**config.mk**
```make
export PLATFORM = sky130hd
export DESIGN_NAME = mem_dma_master
export DESIGN_NICKNAME = d
export VERILOG_FILES = /design/src/rtl/mem_dma_master.sv
export SDC_FILE = /design/constraint.sdc
export NUM_CORES = 1
export LEC_CHECK = 0
export CAP_MARGIN = 20
export CORE_MARGIN = 2
export CORE_UTILIZATION = 30
export DETAILED_ROUTE_END_ITERATION = 8
export PLACE_DENSITY = 0.57
export SLEW_MARGIN = 20
export SYNTH_ARGS = -nofsm -noshare
export SYNTH_HDL_FRONTEND = slang
export SYNTH_SLANG_ARGS = --single-unit
```
**constraint.sdc**
```tcl
create_clock -name clk -period 2.7 [get_ports clk]
set_input_delay 0.54 -clock clk [delete_from_list [all_inputs] [get_ports clk]]
set_output_delay 0.54 -clock clk [all_outputs]
set_load 0.02 [all_outputs]
```
**src/rtl/mem_dma_master.sv**
```systemverilog
// Word-copy / word-fill DMA initiator on the picorv32 native memory handshake.
// Every access is followed by a one-cycle gap with mem_valid low.
module mem_dma_master #(
    parameter int LEN_W   = 16,
    parameter int TIMEOUT = 1024
) (
    input  logic             clk,
    input  logic             resetn,
    input  logic             start,
    input  logic             fill,
    input  logic [31:0]      src_addr,
    input  logic [31:0]      dst_addr,
    input  logic [LEN_W-1:0] len_words,
    input  logic [31:0]      fill_value,
    output logic             busy,
    output logic             done,
    output logic             error,
    output logic             mem_valid,
    output logic             mem_instr,
    input  logic             mem_ready,
    output logic [31:0]      mem_addr,
    output logic [31:0]      mem_wdata,
    output logic [3:0]       mem_wstrb,
    input  logic [31:0]      mem_rdata
);

    localparam int TW = (TIMEOUT > 1) ? $clog2(TIMEOUT + 1) : 1;
    localparam logic [LEN_W-1:0] LEN_ZERO = {LEN_W{1'b0}};
    localparam logic [LEN_W-1:0] LEN_ONE  = LEN_W'(1);
    localparam logic [TW-1:0]    WAIT_ONE = TW'(1);
    localparam logic [TW-1:0]    WAIT_END = TW'(TIMEOUT - 1);

    typedef enum logic [2:0] {
        IDLE   = 3'd0,
        RD_REQ = 3'd1,
        RD_GAP = 3'd2,
        WR_REQ = 3'd3,
        WR_GAP = 3'd4,
        FINISH = 3'd5
    } state_t;

    state_t           state_q, state_d;
    logic [31:0]      src_q, src_d, dst_q, dst_d;
    logic [31:0]      data_q, data_d, fval_q, fval_d;
    logic [31:0]      addr_q, addr_d, wdata_q, wdata_d;
    logic [LEN_W-1:0] rem_q, rem_d;
    logic [3:0]       wstrb_q, wstrb_d;
    logic [TW-1:0]    wait_q, wait_d;
    logic             fill_q, fill_d, busy_q, busy_d, done_q, done_d;
    logic             error_q, error_d, valid_q, valid_d;
    logic             ack_s, timeout_s;

    assign busy      = busy_q;
    assign done      = done_q;
    assign error     = error_q;
    assign mem_valid = valid_q;
    assign mem_instr = 1'b0;
    assign mem_addr  = addr_q;
    assign mem_wdata = wdata_q;
    assign mem_wstrb = wstrb_q;

    // Handshake qualifiers for the request currently on the bus
    always_comb begin
        ack_s     = valid_q && mem_ready;
        timeout_s = (TIMEOUT != 0) && valid_q && !mem_ready && (wait_q == WAIT_END);
    end

    // Next-state and registered-output computation
    always_comb begin
        state_d = state_q;
        src_d   = src_q;
        dst_d   = dst_q;
        data_d  = data_q;
        fval_d  = fval_q;
        addr_d  = addr_q;
        wdata_d = wdata_q;
        rem_d   = rem_q;
        wstrb_d = wstrb_q;
        wait_d  = wait_q;
        fill_d  = fill_q;
        busy_d  = busy_q;
        done_d  = 1'b0;
        error_d = error_q;
        valid_d = valid_q;
        case (state_q)
            IDLE: begin
                if (start) begin
                    src_d   = src_addr & 32'hFFFF_FFFC;
                    dst_d   = dst_addr & 32'hFFFF_FFFC;
                    rem_d   = len_words;
                    fill_d  = fill;
                    fval_d  = fill_value;
                    error_d = 1'b0;
                    busy_d  = 1'b1;
                    wait_d  = {TW{1'b0}};
                    // A zero-length job passes through the end-of-word gap so it ends like any other
                    if (len_words == LEN_ZERO) begin
                        state_d = WR_GAP;
                    end else if (fill) begin
                        state_d = WR_REQ;
                        valid_d = 1'b1;
                        addr_d  = dst_addr & 32'hFFFF_FFFC;
                        wdata_d = fill_value;
                        wstrb_d = 4'b1111;
                    end else begin
                        state_d = RD_REQ;
                        valid_d = 1'b1;
                        addr_d  = src_addr & 32'hFFFF_FFFC;
                        wstrb_d = 4'b0000;
                    end
                end else begin
                    state_d = IDLE;
                end
            end
            RD_REQ, WR_REQ: begin
                if (ack_s) begin
                    valid_d = 1'b0;
                    if (state_q == RD_REQ) begin
                        data_d  = mem_rdata;
                        src_d   = src_q + 32'd4;
                        state_d = RD_GAP;
                    end else begin
                        dst_d   = dst_q + 32'd4;
                        rem_d   = rem_q - LEN_ONE;
                        state_d = WR_GAP;
                    end
                end else if (timeout_s) begin
                    valid_d = 1'b0;
                    error_d = 1'b1;
                    busy_d  = 1'b0;
                    done_d  = 1'b1;
                    state_d = FINISH;
                end else begin
                    wait_d = wait_q + WAIT_ONE;
                end
            end
            RD_GAP: begin
                state_d = WR_REQ;
                valid_d = 1'b1;
                addr_d  = dst_q;
                wdata_d = fill_q ? fval_q : data_q;
                wstrb_d = 4'b1111;
                wait_d  = {TW{1'b0}};
            end
            WR_GAP: begin
                wait_d = {TW{1'b0}};
                if (rem_q == LEN_ZERO) begin
                    busy_d  = 1'b0;
                    done_d  = 1'b1;
                    state_d = FINISH;
                end else if (fill_q) begin
                    state_d = WR_REQ;
                    valid_d = 1'b1;
                    addr_d  = dst_q;
                    wdata_d = fval_q;
                    wstrb_d = 4'b1111;
                end else begin
                    state_d = RD_REQ;
                    valid_d = 1'b1;
                    addr_d  = src_q;
                    wstrb_d = 4'b0000;
                end
            end
            FINISH: begin
                state_d = IDLE;
            end
            default: begin
                state_d = IDLE;
                valid_d = 1'b0;
                busy_d  = 1'b0;
            end
        endcase
    end

    // State and output registers
    always_ff @(posedge clk or negedge resetn) begin
        if (!resetn) begin
            state_q <= IDLE;
            src_q   <= 32'd0;
            dst_q   <= 32'd0;
            data_q  <= 32'd0;
            fval_q  <= 32'd0;
            addr_q  <= 32'd0;
            wdata_q <= 32'd0;
            rem_q   <= {LEN_W{1'b0}};
            wstrb_q <= 4'b0000;
            wait_q  <= {TW{1'b0}};
            fill_q  <= 1'b0;
            busy_q  <= 1'b0;
            done_q  <= 1'b0;
            error_q <= 1'b0;
            valid_q <= 1'b0;
        end else begin
            state_q <= state_d;
            src_q   <= src_d;
            dst_q   <= dst_d;
            data_q  <= data_d;
            fval_q  <= fval_d;
            addr_q  <= addr_d;
            wdata_q <= wdata_d;
            rem_q   <= rem_d;
            wstrb_q <= wstrb_d;
            wait_q  <= wait_d;
            fill_q  <= fill_d;
            busy_q  <= busy_d;
            done_q  <= done_d;
            error_q <= error_d;
            valid_q <= valid_d;
        end
    end

endmodule
```
Word-level counts from Yosys, hierarchy flattened. Cells that the tools add are included.

$add $sub $neg: 4. Multipliers: 0. Divide/modulo/power cells: 0. $lt $le $gt $ge: 0. Eq/ne operators: 19. Shift operators: 0. Muxes and demuxes: 62. Bitwise gates (word level): 2. Reduce and logical (&&, ||, !) cells: 23.

Operators by type and width (count): two-way mux 32 bit (17); one-hot mux 32 bit (3 select lines) (2); one-hot mux 32 bit (2 select lines) (2); adder 32 x 3 -> 32 bit, second input constant (2); two-way mux 16 bit (3); two-way mux 11 bit (3); one-hot mux 11 bit (3 select lines) (1); logical NOT 16 bit (2); one-hot mux 16 bit (2 select lines) (1); inequality test 2 bit, second input constant (12); two-way mux 4 bit (5); AND reduction 4 bit (5); two-way mux 3 bit (6); subtractor 16 x 1 -> 16 bit, second input constant (1); two-way mux 1 bit (14); one-hot mux 3 bit (4 select lines) (1); one-hot mux 4 bit (3 select lines) (1); adder 11 x 1 -> 11 bit, second input constant (1); == test 11 x 10 -> 1 bit, second input constant (1); AND reduction 5 bit (2); == test 3 x 2 -> 1 bit, second input constant (2); == test 3 bit, second input constant (2); AND reduction 6 bit (1); nonzero test 3 bit (2); other kinds (14) (21).

Bits in registers: 231. Bits in latches: 0. RAM bits: 0. ROM bits: 0. Input port bits: 149. Word-level logic and storage cells: 125. Memories: 0.

Longest topological paths before layout.
Depth in word-level cells: 6. Depth in mapped cells: 9.

Least setup slack after synthesis. Ideal clock, no wire load.

Path type: register -> register. From: reg rem_q[0]. To: reg wstrb_q[2], in the netlist mem_wstrb[2]. Library setup time: 0.126 ns. Data arrival time: 2.162 ns. Required time: 2.574 ns. Path slack: 0.412 ns. Cell stages (with the launch flop): 9. Clock period less this slack: 2.288 ns. Cells stage by stage: dfrtp_1 inv_1 ha_1 or3b_2 or4_4 o32ai_4 nor3_4 buf_6 o21bai_1.

Longest elaborated chain between the ends: 3.

Ends and longest elaborated chain: from (decl) (RTL line 46) `logic [LEN_W-1:0] rem_q, rem_d;`; from (signal assigned) (RTL line 185) `rem_q <= {LEN_W{1'b0}};`; from (signal assigned) (RTL line 201) `rem_q <= rem_d;`; logical NOT 16 bit (RTL line 147) `if (rem_q == LEN_ZERO) begin`; inequality test 2 bit (no source line); AND reduction 4 bit (no source line); to (signal assigned) (RTL line 202) `wstrb_q <= wstrb_d;`; to (decl) (RTL line 47) `logic [3:0] wstrb_q, wstrb_d;`.

Every way passes these cells. A chain may end at the register's enable or synchronous reset.

Worst setup path after layout.
From: reg rem_q[0]. To: reg wdata_q[7], in the netlist mem_wdata[7].

Longest elaborated chain between the ends: 3.

Ends and longest elaborated chain: logical NOT 16 bit (RTL line 147); inequality test 2 bit (no source line); AND reduction 6 bit (no source line); to (signal assigned) (RTL line 200) `wdata_q <= wdata_d;`; to (decl) (RTL line 45) `logic [31:0] addr_q, addr_d, wdata_q, wdata_d;`.

Every way passes these cells.

==> metrics list <==
- The flow ran to the end, but the final reports show violations.
* Failing checks: DRC
* Die footprint: 0.04142 mm^2
- Using the TritonRoute via totals, the vias-per-cell ratio works out to 5.444.
- Hold timing on the final database bottoms out at a slack of 0.2929 ns.
* Post-Route WL: 39480 um
- Warnings, synthesis: 0
- Headroom to the max-slew limit came out at 49.32%.
* Number of nets in the finished design: 1610
* Final period util: 92.52%
- The longest clock path from root to sink contains 3 buffers.
- Global-route total usage across every layer: 18.91%
- For the pin with the worst max-slew slack, the measured transition is 0.7533 ns.
* Power Density: 1194 mW/mm^2
- 0 antenna diodes ended up in the layout.
- At the placement stage, the worst setup path has a slack of 0.06092 ns.
* Hold Path Class: in -> reg
* Count of flip-flops with a built-in enable after synthesis: 0
- The initial utilization of the core area, before any placement, comes to 30.20%.
* Clock latency on the worst-skew pair: 0.55 ns
- Peak supply drop: 0.5574 mV
- Setup_tns: 0 ns
- Post-synthesis async set-or-reset flop share: 100.0%
* Power, Total: 19.20 mW
- Die Span X: 203.5 um
* Synth top area cells: dfrtp_1 (47%), mux2_2 (6.1%), mux2i_1 (5.4%), a222oi_1 (5.2%), nand2_1 (5.1%)
* Count of input and output buffers: 216
- Count of max-cap constraint violations: 0
- The detail route stage leaves a number of antenna-violating nets equal to 0.
- Dividing the detail-routed wire length by the instance count gives 19.72 um.
* H-tree depth: 1
- Clock network power share: 19.5%
* Fraction of synthesized cell area taken by the top area cell type: 46.72%
- Die span in y: 203.5 um
- Once routing completed, OpenROAD measured the worst setup slack at 0.2019 ns.
- For this run, design rule violations remaining after detail routing come to 5.
- Number of iterations in the first detailed-routing pass: 9
- Sequential cells account for 33.1% of the total power.
- Highest clock rate: 0.4003 GHz
- The layout has 3864 filler cells.
- CTS tree: done
* Floorplan row count: 73
* Register area share after synthesis: 46.72%
- By startpoint and endpoint, the worst setup path is classified as reg -> reg.
- The number of different library cells used by synthesis comes to 70.
* Number of max-slew violations in the final report: 0
- The first global-routing pass estimated 62430 um of wire.
- Summing every instance area after synthesis gives 0.01194 mm^2.
- Maximum number of pins on one net before global-route repair: 69
- In this run the power spent charging and discharging nets is 7.866 mW.
- Counting the buffers created by CTS gives 27.
- Comb power frac: 47.4%
- I/O Pins: 222
- The cell sitting at the root of the clock tree is a clkbuf_16.
- The analysis attributes to cell leakage a power of 6.554 nW.
* Vias in the first global route: 10750
* Final global-route overflow total: 0
- Setup violations remaining at the end of the flow were counted as 0.
- Post-synth top flop: dfrtp_1
- The synthesized design contains 223 register bits.
- Fraction of layout cells with a size suffix above 1: 13.41%
- Placed Instances: 1952
- In this run switching power makes up 40.98% of total power.
* DP Wirelength: 26580 um
- Setup skew after layout: 0.01717 ns
* TritonCTS Sinks: 223
- By count the netlist is led by dfrtp_1 (223), nand2_1 (162), a21oi_1 (89).
* Vias post-DR: 10900
- The first routing iteration left 1030 violations.
- In this run the worst path has a maximum fanout of 15.
* Unrepaired setup endpoints after global routing: no
- Clock transition at path regs: 0.06 ns
* Required time of the worst setup path: 3.12 ns
* Final hold violation count: 0
- A synthesized cell averages 9.570 um^2.
- Internal power comes to 11.33 mW.
- STA puts the critical path data arrival time at 2.92 ns.
- Synthesized instance count: 1248
- In the post-synthesis netlist, the cell with the most instances is dfrtp_1.
- The area growth from synthesis to layout is 34.55%.
- The worst setup path is captured at a register.
* Core ar.: 0.03955 mm^2
- The congestion estimate from routability-driven global placement came to 0.8194.
- Min Clock Period, post-route: 2.498 ns
- Number of antenna violations at the first check in global routing: 1
* Critical Path Source Type: register
- Synthesized net count: 1401
* Post-Layout Cell Count: 2002
* Post-synth top area cell: dfrtp_1
- Post-CTS timing repair inserted 0 buffers for setup.
cells by family (layout without fill, tap and decap cells):
| kind of cell | after synthesis | in the layout | share of synthesized area, % |
|---|---|---|---|
| AO/OA/AOI/OAI | 336 | 336 | 20.06 |
| XOR/XNOR | 4 | 4 | 0.2934 |
| adder cells (fa/ha/maj) | 4 | 4 | 0.4190 |
| buffers and inverters | 169 | 398 | 5.783 |
| flip-flops | 223 | 223 | 46.72 |
| multiplexers | 129 | 129 | 11.49 |
| other | 1 | 1 | 0.03140 |
| AND/OR/NAND/NOR | 382 | 382 | 15.20 |
cells in the final DEF, fill, tap and decap left out, types with 4 or more instances in the layout:
cell type        synthesis  final
or3_1                   12     12
a31oi_1                 15     14
buf_4                    5     39
a21oi_1                 89     86
o21a_1                   6      6
nand4_1                 13     13
ha_1                     4      4
inv_1                   72     72
o21ai_0                 53     53
o22ai_1                 17     17
clkbuf_8                 0      6
and3_1                   8      8
a2bb2oi_1               10     10
clkbuf_16                0     27
nor3_1                  19     17
and2_1                   8      8
a222oi_1                62     62
nand3b_1                 4      4
mux2i_1                 64     64
o2bb2ai_1                4      4
a32oi_1                  6      6
nand2_1                162    162
nor4_1                  20     19
clkinv_2                 0      6
mux2_2                  65     65
nand3_1                 42     42
nand2b_1                 5      4
o22a_1                  15     15
o32ai_1                  4      4
o211ai_1                 9      9
dfrtp_1                223    223
clkdlybuf4s50_1          0    214
buf_12                   0     21
clkbuf_1                72      5
or4_1                    6      6
nor2_1                  61     59
a22oi_1                  4      4
o31ai_1                  9      8
nor3b_1                  5      5
power groups by stage:
stage / clock (mW) / combinational [mW] / sequential (mW)
after CTS: 3.86 / 9.15 / 6.34
after global placement: 0 / 8.96 / 6.33
after floorplan: 0 / 5.15 / 6.53
final: 3.74 / 9.10 / 6.36
after global routing: 3.99 / 9.93 / 6.58
after detailed placement: 0 / 9.10 / 6.36
flip-flops by register name, summed over array words and instances, names as in the netlist:
name,flops
mem_wdata,32
mem_addr,31
busy,1
mem_valid,1
error,1
fval_q,32
mem_wstrb,1
fill_q,1
src_q,30
done,1
dst_q,30
wait_q,11
state_q,3
rem_q,16
data_q,32
layout make-up:
| class | count | area (um^2) | share of cell area, % |
|---|---|---|---|
| multi-input cells | 856 | 5764 | 35.87 |
| flip-flops and latches | 223 | 5580 | 34.72 |
| repair buffers | 277 | 2885 | 17.95 |
| clock buffers | 38 | 777.0 | 4.835 |
| well taps | 525 | 656.9 | 4.088 |
| inverters | 72 | 270.3 | 1.682 |
| clock inverters | 11 | 136.4 | 0.8486 |
repair_timing:
action / 4_1_cts / 5_1_grt
endpoints found under the hold margin: 50 / 0
endpoints found under the setup margin: 0 / 1
hold buffers: 1 / 0
gates resized for setup: 0 / 1
worst max-delay path: stages, from the launching register on:
cell	delay, ns
dfrtp_1	0.38
inv_1	0.10
ha_1	0.19
or3b_2	0.52
or4_4	0.55
o32ai_4	0.16
nor3_4	0.12
buf_12	0.18
mux2i_1	0.13
final timing paths:
kind | start | end | slack, ns | depth (start not counted)
setup / recovery | rem_q[0] | mem_wdata[7] | 0.20 | 8
hold / removal | fill | fill_q | 0.29 | 3
setup reg to reg | rem_q[0] | mem_wdata[7] | 0.20 | 8
hold reg to reg | fval_q[15] | fval_q[15] | 0.48 | 2
max in group asynchronous | resetn | src_q[12] | 1.47 | 3
min in group asynchronous | resetn | mem_addr[17] | 0.51 | 2
through the flow:
step                instance area [um^2]  utilization (%)
finish                             16070            40.63
global route                       16070            40.63
CTS                                16070            40.62
detailed placement                 15140            38.29
global placement                   15140            38.29
floorplan                          11940                -
metal layers:
| metal | up-vias | routed length, um | part of all wire (%) | track usage [%] |
|---|---|---|---|---|
| met5 | - | 13 | 0.033 | 0 |
| met3 | 45 | 2287 | 5.8 | 2.557 |
| met2 | 365 | 18970 | 48 | 31.11 |
| met4 | 2 | 648 | 1.6 | 4.197 |
| li1 | 5068 | - | - | - |
| met1 | 5419 | 17560 | 44 | 26.47 |
(Power assumes the default switching activity.)
